$ cat src/rtl/sipo_framer.sv
// Serial-in/parallel-out framer: collects WIDTH serial bits into a frame and
// hands each completed word to a consumer through a valid/ready register.
//
// state   | meaning
// COLLECT | bit_cnt < WIDTH-1, still gathering frame bits
// LAST    | bit_cnt = WIDTH-1, next enabled bit completes the frame
module sipo_framer #(
   parameter int WIDTH     = 4,
   parameter bit MSB_FIRST = 1'b1
) (
   input  logic                     clk,
   input  logic                     rst,
   input  logic                     en,
   input  logic                     si,
   input  logic                     clr,
   output logic [WIDTH-1:0]         sr,
   output logic [WIDTH-1:0]         q,
   output logic                     q_valid,
   input  logic                     q_ready,
   output logic [$clog2(WIDTH)-1:0] bit_cnt,
   output logic                     ovf
);

   localparam int CW = $clog2(WIDTH);
   localparam logic [CW-1:0] CNT_PRELAST = CW'(WIDTH - 2);

   typedef enum logic {COLLECT = 1'b0, LAST = 1'b1} state_t;

   state_t           r_state;
   state_t           w_state_nxt;
   logic [WIDTH-1:0] r_sr;
   logic [WIDTH-1:0] r_q;
   logic             r_q_valid;
   logic [CW-1:0]    r_bit_cnt;
   logic             r_ovf;
   logic [WIDTH-1:0] w_shift;
   logic             w_complete;
   logic             w_in_last;

   generate
      if (MSB_FIRST) begin : g_msb
         assign w_shift = {r_sr[WIDTH-2:0], si};
      end else begin : g_lsb
         assign w_shift = {si, r_sr[WIDTH-1:1]};
      end
   endgenerate

   always_ff @(posedge clk) begin
      if (!rst) r_state <= COLLECT;
      else      r_state <= w_state_nxt;
   end

   always_comb begin
      w_state_nxt = r_state;
      if (clr) begin
         w_state_nxt = COLLECT;
      end else if (en) begin
         case (r_state)
            COLLECT: if (r_bit_cnt == CNT_PRELAST) w_state_nxt = LAST;
            LAST:    w_state_nxt = COLLECT;
            default: w_state_nxt = COLLECT;
         endcase
      end
   end

   always_comb begin
      w_in_last  = (r_state == LAST);
      w_complete = w_in_last && en && !clr;
   end

   always_ff @(posedge clk) begin
      if (!rst) begin
         r_sr      <= '0;
         r_bit_cnt <= '0;
         r_q       <= '0;
         r_q_valid <= 1'b0;
         r_ovf     <= 1'b0;
      end else begin
         if (clr) begin
            r_sr      <= '0;
            r_bit_cnt <= '0;
            r_ovf     <= 1'b0;
         end else if (en) begin
            r_sr      <= w_shift;
            r_bit_cnt <= w_in_last ? '0 : r_bit_cnt + CW'(1);
         end
         // A completing word only displaces q when the old word is gone or leaving now.
         if (w_complete) begin
            if (!r_q_valid || q_ready) begin
               r_q       <= w_shift;
               r_q_valid <= 1'b1;
            end else begin
               r_ovf <= 1'b1;
            end
         end else if (r_q_valid && q_ready) begin
            r_q_valid <= 1'b0;
         end
      end
   end

   assign sr      = r_sr;
   assign q       = r_q;
   assign q_valid = r_q_valid;
   assign bit_cnt = r_bit_cnt;
   assign ovf     = r_ovf;

endmodule

$ cat config.mk
export PLATFORM = sky130hd
export DESIGN_NAME = sipo_framer
export DESIGN_NICKNAME = d
export VERILOG_FILES = /design/src/rtl/sipo_framer.sv
export SDC_FILE = /design/constraint.sdc
export NUM_CORES = 1
export LEC_CHECK = 0
export ABC_CLOCK_PERIOD_IN_PS = 1200
export BUFFER_PORTS_ARGS = -buffer_cell sky130_fd_sc_hd__buf_2
export CORE_AREA = 3 3 40 42
export CTS_CLUSTER_DIAMETER = 150
export DETAILED_ROUTE_END_ITERATION = 7
export DIE_AREA = 0 0 43 45
export GPL_ROUTABILITY_DRIVEN = 1
export PLACE_DENSITY = 0.76
export SKIP_CTS_REPAIR_TIMING = 1
export SYNTH_ARGS = -nofsm -noshare
export SYNTH_HDL_FRONTEND = slang
export SYNTH_SLANG_ARGS = --single-unit
$ cat constraint.sdc
create_clock -name clk -period 1.2 [get_ports clk]
set_clock_uncertainty 0.05 [all_clocks]
set_input_delay 0.18 -clock clk [delete_from_list [all_inputs] [get_ports clk]]
set_output_delay 0.18 -clock clk [all_outputs]
set_load 0.02 [all_outputs]
# After elaboration in Yosys (flattened, before gate mapping)
# Index checks and enable logic that the tools add are counted.
# word_totals
mem_count,0
out_inout_bits,12
reg_bits,13
word_cells,30
ram_bits,0
latch_bits,0
input_bits,6
mem_bits_ro,0
# op_classes
bitwise_logic,2
mul,0
addsub,1
mux,9
n_lt_le_gt_ge,0
shift,0
reduce_logical,10
n_eq_ne,2
div_mod_pow,0
# ops
cell,count
$mux W1,7
$reduce_and A2 Y1,2
$logic_and A1 B1 Y1,3
$add A2 B1 Y2 const B,1
$eq A2 B2 Y1 const B,1
$logic_not A1 Y1,2
$mux W2,1
$ne A2 B1 Y1 const B,1
$not A1 Y1,2
$pmux W1 S2,1
$reduce_bool A2 Y1,1
$reduce_or A2 Y1,1
$logic_or A1 B1 Y1,1

# Logic depth before layout (Yosys ltp)
# depth
depth_word,4
ltp_mapped,5
depth_no_buf,5

# Worst setup path before layout
# No wires, ideal clock.
# synth_timing
path_type,reg2reg
startpoint,register r_bit_cnt[0] (netlist: bit_cnt[0])
endpoint,register r_bit_cnt[1] (netlist: bit_cnt[1])
t_required_ns,1.026
t_arrival_ns,0.983
n_path_buf,0
setup_slack_ns,0.043
path_stages_with_launch,6
setup_time_ns,0.124
period_less_slack_ns,1.157
cell_sequence,dfxtp_1 > inv_1 > ha_1 > nor2_1 > mux2i_1 > nor2_1
# synth_between
elab_chain_len,2
# synth_rtl
item,line,text
from (decl),34,logic [CW-1:0] r_bit_cnt;
from (signal assigned),85,r_bit_cnt <= w_in_last ? '0 : r_bit_cnt + CW'(1);
$add A2 B1 Y2,85,
$mux W2,85,
# No other way between the ends.
# A chain may end at the register's enable or synchronous reset.

# Worst setup path after layout
# layout_timing
startpoint,register r_q_valid (netlist: q_valid)
endpoint,register r_q[2] (netlist: q[2])
# layout_between
elab_chain_len,3
# layout_rtl
item,line,text
from (decl),33,logic r_q_valid;
from (signal assigned),76,r_q_valid <= 1'b0;
from (signal assigned),91,r_q_valid <= 1'b1;
from (signal assigned),96,r_q_valid <= 1'b0;
$logic_not A1 Y1,89,if (!r_q_valid || q_ready) begin
$logic_or A1 B1 Y1,89,
$reduce_and A2 Y1 (no source line),n/a,
to (signal assigned),90,r_q <= w_shift;
to (decl),32,logic [WIDTH-1:0] r_q;
# No other way between the ends.

==> impl_metrics.json <==
{
  "critPathSlowestCell": "dfxtp_1",
  "vias": 418,
  "yosysUniqueCellTypes": 17,
  "io_pins": 18,
  "dr.max_layer_used": "met4",
  "finalInstanceArea_um2": 661,
  "path_buf_inv": 0,
  "grt_max_degree": 11,
  "syn_to_final_growth_pct": 22.2,
  "critPathKind": "flip-flop to flip-flop",
  "std_cell_rows": 13,
  "p_total_uw": 761,
  "rsz0062_at_grt": "false",
  "wl_per_cell_um": 11.4,
  "min_period_ns": 1.13,
  "grt_use_total_pct": 12.1,
  "yosysWarnings": 0,
  "globalplace.congestion": 0.716,
  "utilization_pct": 51.4,
  "hold_violations": 0,
  "synth_cells": 55,
  "antenna_cells": 0,
  "synth-seq-area-share_pct": 48.1,
  "synthesis.area_um2": 541,
  "synth-simple-area-share_pct": 23.1,
  "hold_path.class": "input port to flip-flop",
  "antenna_found_initial": 0,
  "placed_area_um2": 632,
  "wl_met3_um": 61,
  "synth_nets": 62,
  "root_buffer": "clkbuf_4",
  "ant_nets": 0,
  "dp.cells": 85,
  "worstPathMaxFanout": 4,
  "crit_chain": "and2b_4 -> nor3_4 -> mux2i_1",
  "slew_headroom_pct": 79.8,
  "htree_num_levels": 1,
  "tightest_slew_ns": 0.302,
  "die_h_um": 45,
  "ir_drop_uv": 702,
  "period_share_pct": 94.4,
  "tns_ns": 0,
  "synth_area_per_cell_um2": 9.83,
  "grt_pass1_wl_um": 1570,
  "yosys.area.top_type": "dfxtp_1",
  "wl_met2_um": 463,
  "routed_wl_um": 1010,
  "dieArea_mm2": 0.00194,
  "start_util_pct": 42.1,
  "synthAdderAreaFrac_pct": 2.31,
  "grt_pass1_vias": 379,
  "cap_viol_max_count": 0,
  "crit_path_start_kind": "flip-flop",
  "fmax_mhz": 883,
  "synth_compound_area_share_pct": 3.47,
  "synth_top_area_share_pct": 48.1,
  "p_per_area_mw_per_mm2": 1150,
  "synth-xor-area-share_pct": 0,
  "muxShareOfSynthArea_pct": 18.5,
  "drt_iter0_drc": 6,
  "cp_top_family": "simple AND/OR/NAND/NOR gates",
  "crit_path_end_kind": "flip-flop",
  "synth-seq-cells": 13,
  "status": "complete, no violations",
  "cts_inserted_buffers": 3,
  "clkSlewWorstSetupHoldPaths_ns": 0.08,
  "synth_top_family_by_area": "simple AND/OR/NAND/NOR gates",
  "drcViolationCount": 0,
  "cts_tree": "done",
  "portBuffers": 17,
  "dp_hpwl_um": 745,
  "fin_cells": 89,
  "wl_met1_um": 444,
  "crit_required_ns": 1.36,
  "final_nets": 82,
  "core_mm2": 0.00128,
  "setup_violations": 0,
  "drtPass1Iterations": 4,
  "clock_sinks": 13,
  "p_leak_uw": 0.000304,
  "layout-drive-gt1-share_pct": 35.1,
  "worst_ep_arrival_time_ns": 1.29,
  "cts_max_path_buffers": 2,
  "die_w_um": 43,
  "finalMaxSlewViolations": 0,
  "worstSkewPairLatency_ns": 0.28,
  "max_stage_delay_ns": 0.31,
  "overflow": 0,
  "vias_per_cell": 4.70,
  "synth.area.top_cells": "dfxtp_1, mux2i_1, nor2_1"
}
## synthesized netlist by cell type, drive strengths merged
library cell	instances
inv	1
nand3b	1
ha	1
nor2	10
nand2b	2
buf	2
a21oi	1
nor3	1
a31oi	1
and2b	1
nand2	9
mux2i	10
dfxtp	13
clkbuf	1
o21a	1
## tightest hold or removal path: cells and delay by family
kind | cells | cell delay, ns
buffers and inverters | 1 | 0.11
muxes | 1 | 0.05
and+or+nand+nor | 1 | 0.05
## flip-flops by register name (all words and copies together) (netlist names)
name,cells
r_state,1
q,4
sr,4
bit_cnt,2
q_valid,1
ovf,1
## routing by layer
| layer | vias to the layer above | GRT usage [%] |
|---|---|---|
| li1 | 216 | - |
| met1 | 183 | 11.8 |
| met2 | 14 | 18.9 |
| met3 | 5 | 5.98 |
| met4 | 0 | 10.8 |
| met5 | - | 0 |
## worst paths after layout
check,end,startpoint,slack (ns),cells past startpoint
setup / recovery,q[2]$_SDFFE_PN0P_,q_valid$_SDFFE_PN0P_,0.07,3
hold / removal,q[0]$_SDFFE_PN0P_,si,0.10,3
setup reg to reg,q[2]$_SDFFE_PN0P_,q_valid$_SDFFE_PN0P_,0.07,3
hold reg to reg,q[1]$_SDFFE_PN0P_,q[1]$_SDFFE_PN0P_,0.41,2
## final cells by class
class	count	area (µm²)
Inverter	1	3.75
Tap cell	15	18.8
Multi-Input combinational cell	38	256
Clock buffer	4	26.3
Fill cell	132	624
Timing Repair Buffer	18	92.6
Sequential cell	13	263
## power breakdown
group / switching (µW) / leakage [µW] / internal, µW / total [µW]
sequential: 3.60 / 0.000106 / 435 / 439
combinational: 31.1 / 0.000183 / 22.2 / 53.3
clock: 140 / 0.0000150 / 129 / 269
total: 175 / 0.000304 / 586 / 761
## cell families after synthesis
| group | after synthesis |
|---|---|
| adder cells (fa/ha/maj) | 1 |
| buffers and inverters | 4 |
| flip-flops | 13 |
| multiplexers | 10 |
| AND/OR/NAND/NOR | 24 |
| AO/OA/AOI/OAI | 3 |
## placed cells by master (no fill, tap or decap), drive strengths merged
cell type	instances
nand3b	1
nand2b	2
nor3	1
dfxtp	13
nor2	10
a31oi	1
buf	18
o21a	1
clkbuf	4
inv	1
and2b	1
mux2i	10
ha	1
a21oi	1
nand2	9
## through the flow
step                      hold WS [ns]  worst slack [ns]
after floorplan                  0.272            0.0430
after global placement           0.393             0.125
after detailed placement         0.399            0.0682
after CTS                       0.0936            0.0428
after global routing             0.117            0.0129
final                            0.103            0.0675
Note: power is estimated with default switching activity, not from simulation.
